`config.mk`:
```
export PLATFORM = sky130hd
export DESIGN_NAME = uart_tx_drain_flat
export DESIGN_NICKNAME = d
export VERILOG_FILES = /design/src/rtl/uart_tx_drain_if.sv /design/src/rtl/uart_tx_drain.sv /design/src/flat_wrapper.sv
export SDC_FILE = /design/constraint.sdc
export NUM_CORES = 1
export LEC_CHECK = 0
export ABC_AREA = 1
export CAP_MARGIN = 20
export CORE_MARGIN = 3
export CORE_UTILIZATION = 45
export CTS_BUF_LIST = sky130_fd_sc_hd__clkbuf_2
export DETAILED_ROUTE_END_ITERATION = 8
export DONT_BUFFER_PORTS = 1
export GPL_TIMING_DRIVEN = 0
export PLACE_DENSITY = 0.68
export SLEW_MARGIN = 25
export SYNTH_ARGS = -nofsm -noshare
export SYNTH_HDL_FRONTEND = slang
export SYNTH_SLANG_ARGS = --single-unit
```
`constraint.sdc`:
```
create_clock -name i_Clk -period 1.8 [get_ports i_Clk]
set_clock_uncertainty 0.2 [all_clocks]
set_input_delay 0.54 -clock i_Clk [delete_from_list [all_inputs] [get_ports i_Clk]]
set_output_delay 0.54 -clock i_Clk [all_outputs]
set_load 0.005 [all_outputs]
```
`src/rtl/uart_tx_drain_if.sv`:
```
// rtl/uart_tx_drain_if.sv - FIFO-side and UART-side signal bundle for uart_tx_drain
//
// Purpose: groups the FIFO read handshake and the UART line/status outputs.
// Signals:
//   i_Enable             - permits starting a new frame
//   i_Fifo_Byte[7:0]     - FIFO head byte
//   i_Fifo_Ready_To_Read - FIFO holds at least one byte
//   o_Fifo_Shift         - one-cycle pop pulse to the FIFO
//   o_Tx_Serial          - UART line, idles high
//   o_Tx_Active          - high while a frame is on the line
//   o_Tx_Done            - one-cycle pulse after the stop bit
// Modports: slave = the drain block, master = whoever drives the FIFO side.
interface uart_tx_drain_if;
    logic       i_Enable;
    logic [7:0] i_Fifo_Byte;
    logic       i_Fifo_Ready_To_Read;
    logic       o_Fifo_Shift;
    logic       o_Tx_Serial;
    logic       o_Tx_Active;
    logic       o_Tx_Done;

    modport slave (
        input  i_Enable,
        input  i_Fifo_Byte,
        input  i_Fifo_Ready_To_Read,
        output o_Fifo_Shift,
        output o_Tx_Serial,
        output o_Tx_Active,
        output o_Tx_Done
    );

    modport master (
        output i_Enable,
        output i_Fifo_Byte,
        output i_Fifo_Ready_To_Read,
        input  o_Fifo_Shift,
        input  o_Tx_Serial,
        input  o_Tx_Active,
        input  o_Tx_Done
    );
endinterface

```
`src/rtl/uart_tx_drain.sv`:
```
// rtl/uart_tx_drain.sv - drains a byte FIFO onto a UART 8N1 transmit line
//
// Purpose: when enabled and idle with data available, pops the FIFO head byte
// (one-cycle o_Fifo_Shift) and serialises it as start, 8 data bits LSB first,
// stop, each bit CLKS_PER_BIT clocks long. All outputs are registered.
// Ports:
//   i_Clk   - system clock, rising edge
//   i_Rst_L - synchronous active-low reset
//   bus     - uart_tx_drain_if.slave (enable, FIFO head/ready/shift, line, status)
// Parameters:
//   CLKS_PER_BIT - clocks per UART bit, 2..65535
module uart_tx_drain #(
    parameter int CLKS_PER_BIT = 217
) (
    input  logic             i_Clk,
    input  logic             i_Rst_L,
    uart_tx_drain_if.slave   bus
);

    localparam int CW = $clog2(CLKS_PER_BIT);
    localparam logic [CW-1:0] CNT_LAST = CW'(CLKS_PER_BIT - 1);

    typedef enum logic [1:0] {
        IDLE  = 2'd0,
        START = 2'd1,
        DATA  = 2'd2,
        STOP  = 2'd3
    } state_t;

    state_t        state_q,   state_d;
    logic [CW-1:0] cnt_q,     cnt_d;
    logic [2:0]    bit_idx_q, bit_idx_d;
    logic [7:0]    shreg_q,   shreg_d;
    logic          serial_q,  serial_d;
    logic          shift_q,   shift_d;
    logic          active_q,  active_d;
    logic          done_q,    done_d;

    logic bit_end;
    assign bit_end = (cnt_q == CNT_LAST);

    always_ff @(posedge i_Clk) begin
        if (!i_Rst_L) begin
            state_q   <= IDLE;
            cnt_q     <= '0;
            bit_idx_q <= '0;
            shreg_q   <= '0;
            serial_q  <= 1'b1;
            shift_q   <= 1'b0;
            active_q  <= 1'b0;
            done_q    <= 1'b0;
        end else begin
            state_q   <= state_d;
            cnt_q     <= cnt_d;
            bit_idx_q <= bit_idx_d;
            shreg_q   <= shreg_d;
            serial_q  <= serial_d;
            shift_q   <= shift_d;
            active_q  <= active_d;
            done_q    <= done_d;
        end
    end

    // The next line value is registered at each bit boundary, so the line
    // changes exactly on the edge where the previous bit period expires.
    always_comb begin
        state_d   = state_q;
        cnt_d     = cnt_q;
        bit_idx_d = bit_idx_q;
        shreg_d   = shreg_q;
        serial_d  = serial_q;
        shift_d   = 1'b0;
        active_d  = active_q;
        done_d    = 1'b0;

        case (state_q)
            IDLE: begin
                if (bus.i_Enable && bus.i_Fifo_Ready_To_Read) begin
                    shreg_d  = bus.i_Fifo_Byte;
                    shift_d  = 1'b1;
                    serial_d = 1'b0;
                    active_d = 1'b1;
                    cnt_d    = '0;
                    state_d  = START;
                end
            end

            START: begin
                if (bit_end) begin
                    cnt_d     = '0;
                    bit_idx_d = 3'd0;
                    // Shift register moves right so bit 0 is always the next one out.
                    serial_d  = shreg_q[0];
                    shreg_d   = {1'b0, shreg_q[7:1]};
                    state_d   = DATA;
                end else begin
                    cnt_d = cnt_q + 1'b1;
                end
            end

            DATA: begin
                if (bit_end) begin
                    cnt_d = '0;
                    if (bit_idx_q == 3'd7) begin
                        serial_d = 1'b1;
                        state_d  = STOP;
                    end else begin
                        bit_idx_d = bit_idx_q + 3'd1;
                        serial_d  = shreg_q[0];
                        shreg_d   = {1'b0, shreg_q[7:1]};
                    end
                end else begin
                    cnt_d = cnt_q + 1'b1;
                end
            end

            STOP: begin
                if (bit_end) begin
                    cnt_d    = '0;
                    done_d   = 1'b1;
                    active_d = 1'b0;
                    state_d  = IDLE;
                end else begin
                    cnt_d = cnt_q + 1'b1;
                end
            end

            default: begin
                state_d = IDLE;
            end
        endcase
    end

    assign bus.o_Fifo_Shift = shift_q;
    assign bus.o_Tx_Serial  = serial_q;
    assign bus.o_Tx_Active  = active_q;
    assign bus.o_Tx_Done    = done_q;

endmodule

```
`src/flat_wrapper.sv`:
```
// flat-port wrapper written by rule: the top's interface ports become plain ports
module uart_tx_drain_flat 
#(
    parameter int CLKS_PER_BIT = 217
)
  (i_Clk, i_Rst_L, bus_i_Enable, bus_i_Fifo_Byte, bus_i_Fifo_Ready_To_Read, bus_o_Fifo_Shift, bus_o_Tx_Serial, bus_o_Tx_Active, bus_o_Tx_Done);
  uart_tx_drain_if bus_i ();
  input  logic i_Clk;
  input  logic i_Rst_L;
  input wire logic [$bits(bus_i.i_Enable)-1:0] bus_i_Enable;
  input wire logic [$bits(bus_i.i_Fifo_Byte)-1:0] bus_i_Fifo_Byte;
  input wire logic [$bits(bus_i.i_Fifo_Ready_To_Read)-1:0] bus_i_Fifo_Ready_To_Read;
  output wire logic [$bits(bus_i.o_Fifo_Shift)-1:0] bus_o_Fifo_Shift;
  output wire logic [$bits(bus_i.o_Tx_Serial)-1:0] bus_o_Tx_Serial;
  output wire logic [$bits(bus_i.o_Tx_Active)-1:0] bus_o_Tx_Active;
  output wire logic [$bits(bus_i.o_Tx_Done)-1:0] bus_o_Tx_Done;
  assign bus_i.i_Enable = bus_i_Enable;
  assign bus_i.i_Fifo_Byte = bus_i_Fifo_Byte;
  assign bus_i.i_Fifo_Ready_To_Read = bus_i_Fifo_Ready_To_Read;
  assign bus_o_Fifo_Shift = bus_i.o_Fifo_Shift;
  assign bus_o_Tx_Serial = bus_i.o_Tx_Serial;
  assign bus_o_Tx_Active = bus_i.o_Tx_Active;
  assign bus_o_Tx_Done = bus_i.o_Tx_Done;
  uart_tx_drain #(.CLKS_PER_BIT(CLKS_PER_BIT)) u_core (.i_Clk(i_Clk), .i_Rst_L(i_Rst_L), .bus(bus_i));
endmodule
```
# [Word-level counts from Yosys, hierarchy flattened]
# Index checks and enable logic that the tools add are counted.
[classes] n_eq_ne=11 muxes=28 reduce_logical=13 n_addsub=2
[ops] cell="two-way mux 8 bit" count=6
[ops] cell="one-hot mux 8 bit (3 select lines)" count=1
[ops] cell="one-hot mux 8 bit (2 select lines)" count=1
[ops] cell="two-way mux 2 bit" count=5
[ops] cell="inequality test 2 x 1 -> 1 bit (second input constant)" count=5
[ops] cell="AND reduction 5 bit" count=2
[ops] cell="two-way mux 3 bit" count=3
[ops] cell="adder 8 x 1 -> 8 bit (second input constant)" count=1
[ops] cell="== test 8 bit (second input constant)" count=1
[ops] cell="two-way mux 1 bit" count=8
[ops] cell="one-hot mux 2 bit (4 select lines)" count=1
[ops] cell="AND reduction 4 bit" count=2
[ops] cell="one-hot mux 3 bit (2 select lines)" count=1
[ops] cell="== test 2 bit (second input constant)" count=2
[ops] cell="AND reduction 2 bit" count=2
[ops] cell="nonzero test 2 bit" count=2
[ops] cell="adder 3 x 1 -> 3 bit (second input constant)" count=1
[ops] cell="== test 3 bit (second input constant)" count=1
[ops] cell="one-hot mux 1 bit (3 select lines)" count=1
[ops] cell="AND reduction 3 bit" count=1
[ops] cell="nonzero test 3 bit" count=1
[ops] cell="OR reduction 3 bit" count=1
[ops] cell="== test 2 x 1 -> 1 bit (second input constant)" count=1
[ops] cell="zero test 2 bit" count=1
[ops] cell="3 further kinds" count=3
[totals] inputBits=12 elab_cells=62 ff_bits=25

# [Longest topological paths before layout]
# Gate-level depths: netlist (run 1).
[logic_depth] ltp_word=4 mapped_depth=12 depth_no_buf=11

# [Worst setup path before layout (run 1)]
# Ideal clock, no wire load.
[synth_timing] path_type="reg-to-reg" start="register u_core.state_q[0]" end="register u_core.shreg_q[0]" stages_incl_launch_ff=8 setup_ps=115 path_slack_ps=54 arrival_ps=1431 synth_period_minus_slack_ps=1746 n_path_buf=1 t_required_ps=1485 cell_sequence="dfxtp_1 > inv_1 > ha_1 > clkbuf_1 > mux2i_1 > nand3_1 > nand2_1 > nor2_1"
[synth_between] elab_chain_len=3 word_cells_on_any_way=10
[synth_rtl] item="start, declared" line_no="uart_tx_drain.sv:30" text="state_t state_q, state_d;"
[synth_rtl] item="start signal, assigned" line_no="uart_tx_drain.sv:53" text="state_q <= state_d;"
[synth_rtl] item="== test 2 bit, or another cell as far along" line_no="uart_tx_drain.sv:76" text="case (state_q)"
[synth_rtl] item="inequality test 2 bit (no source line), or another cell as far along"
[synth_rtl] item="AND reduction 5 bit (no source line)"
[synth_rtl] item="end signal, assigned" line_no="uart_tx_drain.sv:56" text="shreg_q <= shreg_d;"
[synth_rtl] item="end, declared" line_no="uart_tx_drain.sv:33" text="logic [7:0] shreg_q, shreg_d;"
# Parallel ways exist; a longest one is shown, timed or not.
# A chain may end at the register's enable or synchronous reset.

# [Final worst setup path (run 1)]
[layout_timing] start="register u_core.cnt_q[0]" end="register u_core.shreg_q[4]"
[layout_between] elab_chain_len=3 word_cells_on_any_way=4
[layout_rtl] item="start, declared" line_no="uart_tx_drain.sv:31" text="logic [CW-1:0] cnt_q, cnt_d;"
[layout_rtl] item="start signal, assigned" line_no="uart_tx_drain.sv:54" text="cnt_q <= cnt_d;"
[layout_rtl] item="== test 8 bit (*)" line_no="uart_tx_drain.sv:40" text="assign bit_end = (cnt_q == CNT_LAST);"
[layout_rtl] item="inequality test 2 x 1 -> 1 bit (no source line)"
[layout_rtl] item="AND reduction 5 bit (no source line) (*)"
# Mark *: on every way between the ends. The rest lies on a longest branch, timed or not.

==> flow_metrics.py, run 1 <==
metrics = {
    "hold_path": {
        "holdPathStages": 2,
        "hold_path_startpoint": "i_Rst_L",
        "min_path_type": "input port to register",
        "hold_path_end": "u_core.shreg_q[3]$_SDFFE_PN0P_",
    },
    "placed_design": {
        "placed_area_um2": 1410,
        "gp_congestion": 0.789,
        "port_buffers": 0,
        "hpwl_um": 2060,
        "post-place-ws_ns": -0.199,
    },
    "global_route": {
        "grt_pass1_vias": 1018,
        "grt-ovfl-total": 0,
        "grt_pass1_wl_um": 4510,
        "antenna_found_initial": 0,
        "grt_usage_pct": 16.1,
        "grt_max_degree": 16,
    },
    "critical_path": {
        "worstPathCellList": "inv_2, ha_4, inv_2, nor2_4, nand2_4, nand2_4, nand2_4, nor2_8, buf_12, nand3_1, nand2_1, nor2_1",
        "regToRegSetupSlack_ns": 0.1,
        "cp-start-kind": "register",
        "reg2reg_from": "u_core.cnt_q[0]$_SDFFE_PN0P_",
        "setup.worst_path.class": "register to register",
        "crit_family": "simple AND/OR/NAND/NOR gates",
        "r2r_end": "u_core.shreg_q[4]$_SDFFE_PN0P_",
        "cp_common_cell": "nand2_4",
        "cp_num_buf_inv": 3,
        "crit_arrival_ns": 1.79,
        "cp.required_ns": 1.89,
        "reg2reg_depth": 12,
        "slowest_delay_ns": 0.39,
        "path_max_fanout": 7,
        "cp-end-kind": "register",
        "slowest_stage": "dfxtp_2",
    },
    "timing": {
        "post-route-period-util_pct": 94.6,
        "max_freq_mhz": 587,
        "setup_viol": 0,
        "slew_violations": 0,
        "tightest_slew_ns": 0.430,
        "rsz0062_at_grt": "yes",
        "fin_crit_ns": 1.70,
        "finalSetupTns_ns": 0,
        "whs_ns": 0.0657,
        "final_hold_viol_count": 0,
        "max-slew-margin-rel_pct": 71.4,
        "layout_setup_ws_ns": 0.0968,
    },
    "die": {
        "dieWidth_um": 61.2,
        "die_h_um": 61.2,
        "io_pins": 16,
        "dieArea_um2": 3750,
        "row_count": 19,
        "core_area_um2": 2830,
        "start_util_pct": 48.5,
    },
    "synthesis": {
        "synth-warning-count": 0,
        "synth_nets": 201,
        "synthTopCellsByArea": "dfxtp_1 36%, nand2_1 9.6%, ha_1 8.2%",
        "synthAdderAreaFrac_pct": 8.20,
        "synth-xor-area-share_pct": 1.91,
        "synth_top_family_by_area": "simple AND/OR/NAND/NOR gates",
        "synthSimpleGateAreaFrac_pct": 33.4,
        "netlist_area_um2": 1370,
        "synth_compound_area_share_pct": 7.57,
        "yosysSeqAreaShare_pct": 36.5,
        "ys_types": 27,
        "synth_top_area_share_pct": 36.5,
        "netlist_instances": 180,
        "synth.area.mux_share_pct": 5.10,
        "yosys.area.top_type": "dfxtp_1",
        "ys_ff_latch": 25,
        "syn_area_per_cell_um2": 7.63,
    },
    "cts": {
        "cts_tree": "yes",
        "clk_latency_ns": 0.35,
        "cts_buffers": 3,
        "cts.sinks": 25,
        "ctsHoldBuffers": 0,
        "cts.path.max_buffers": 2,
        "root_buffer": "clkbuf_2",
        "clkSlewWorstSetupHoldPaths_ns": 0.26,
        "cts.htree.levels": 1,
    },
    "run": {
        "timing.max_cap.violations": 0,
    },
    "power_and_ir_drop": {
        "power.density_nw_per_um2": 1340,
        "p_leak_nw": 0.706,
        "ir_worst_vdd_v": 0.000620,
    },
    "detailed_routing": {
        "dr.pass1.iters": 4,
        "wirelength_um": 2930,
        "ant_nets": 0,
        "vias": 1161,
        "wire_per_inst_um": 13.1,
        "drtIter0Drc": 40,
        "drc": 0,
        "via_per_inst": 5.21,
    },
    "layout": {
        "fill_cells": 270,
        "final_nets": 214,
        "area_growth_pct": 15.6,
        "fin_util_pct": 56.1,
        "final_cell_mix": "34 x nand2_1, 26 x nor2_1, 21 x dfxtp_1, 13 x inv_1, 13 x a21oi_1",
        "drive_above_1_share_pct": 21.9,
        "final_common_cell": "nand2_1",
        "antenna_cells": 0,
        "fin_area_um2": 1590,
    },
    "outcome": {
        "outcome": "completed",
    },
}
==> cell families (layout without fill, tap and decap cells) <==
family | count (synthesis) | in the layout
AOI/OAI and AO/OA | 20 | 20
xor gates and xnor gates | 3 | 3
adders and majority gates | 9 | 9
buffers and inverters | 23 | 35
DFF | 25 | 25
muxes | 7 | 7
and+or+nand+nor | 93 | 93
==> sequential cells by signal (all words and copies together), names as in the netlist <==
| name | cells |
|---|---|
| u_core.bit_idx_q | 3 |
| u_core.bus.o_Fifo_Shift | 1 |
| u_core.bus.o_Tx_Active | 1 |
| u_core.bus.o_Tx_Done | 1 |
| u_core.bus.o_Tx_Serial | 1 |
| u_core.cnt_q | 8 |
| u_core.shreg_q | 8 |
| u_core.state_q | 2 |
==> worst max-delay path by stage <==
stage | start | to | slack, ns | depth (start not counted)
after floorplan | u_core.state_q[0]$_SDFFE_PN0P_ | u_core.shreg_q[0]$_SDFFE_PN0P_ | 0.05 | 7
after global placement | u_core.state_q[0]$_SDFFE_PN0P_ | u_core.bus.o_Tx_Serial$_SDFFE_PN1P_ | -0.16 | 7
after detailed placement | u_core.state_q[0]$_SDFFE_PN0P_ | u_core.bus.o_Tx_Serial$_SDFFE_PN1P_ | -0.20 | 7
after CTS | u_core.state_q[1]$_SDFFE_PN0P_ | u_core.cnt_q[6]$_SDFFE_PN0P_ | 0.01 | 8
after global routing | u_core.state_q[0]$_SDFFE_PN0P_ | u_core.bus.o_Tx_Serial$_SDFFE_PN1P_ | -0.04 | 8
final | u_core.cnt_q[0]$_SDFFE_PN0P_ | u_core.shreg_q[4]$_SDFFE_PN0P_ | 0.1 | 12
==> final cells by class <==
| type | instances | area (um^2) | area share, % |
|---|---|---|---|
| buffer | 3 | 26.3 | 1.66 |
| clock buffer | 3 | 15.0 | 0.946 |
| clock inverter | 1 | 7.51 | 0.473 |
| inverter | 19 | 71.3 | 4.50 |
| multi-input combinational | 132 | 825 | 52.0 |
| sequential | 25 | 505 | 31.9 |
| tap | 31 | 38.8 | 2.44 |
| timing repair buffer | 9 | 97.6 | 6.15 |
==> per-layer routing <==
layer,GRT usage [%],share of wire (%)
met5,0,0
met3,3.56,3.0
met4,5.57,0.68
met1,20.9,49
met2,26.4,47
==> cells in the mapped netlist <==
| cell type | number |
|---|---|
| nand2_1 | 35 |
| xnor2_1 | 1 |
| nand2_4 | 5 |
| inv_1 | 16 |
| nor3_1 | 3 |
| a211oi_1 | 1 |
| clkbuf_4 | 1 |
| nand3_1 | 12 |
| nand2_2 | 2 |
| a31oi_1 | 1 |
| nor3b_1 | 2 |
| o21ai_0 | 4 |
| nor2_8 | 1 |
| dfxtp_1 | 25 |
| nor2_4 | 1 |
| clkbuf_1 | 2 |
| ha_1 | 9 |
| nor2_2 | 1 |
| inv_2 | 3 |
| buf_8 | 1 |
| nor3_2 | 1 |
| mux2i_1 | 7 |
| xor2_1 | 2 |
| nor2_1 | 27 |
| o21ai_1 | 1 |
| a21oi_1 | 13 |
| nand4_1 | 3 |
==> metrics by stage <==
step | total power (W) | std cells
CTS | 0.00194 | 216
detailed placement | 0.00162 | 211
finish | 0.00213 | 223
global placement | 0.00159 | 211
floorplan | 0.00146 | 180
global route | 0.00230 | 223
==> timing repair <==
item                                    CTS  global route
buffers inserted                          2             6
gates resized for setup                   3            15
endpoints found under the setup margin   11            16
cloned                                    0             1
pin swaps                                 1             6
==> power by group <==
part	leakage, nW	switching (W)	internal, W	total, W
clock	0.0126	0.000182	0.0000515	0.000234
sequential	0.206	0.0000711	0.000669	0.000740
combinational	0.487	0.000605	0.000554	0.00116
Power figures use the tool's default switching activity.
==> run 2: changes to the inputs <==
Settings changed: CAP_MARGIN 20 to 0.
==> results of run 2 <==
Same layout as run 1: the final DEF is identical, and so are final timing and power.
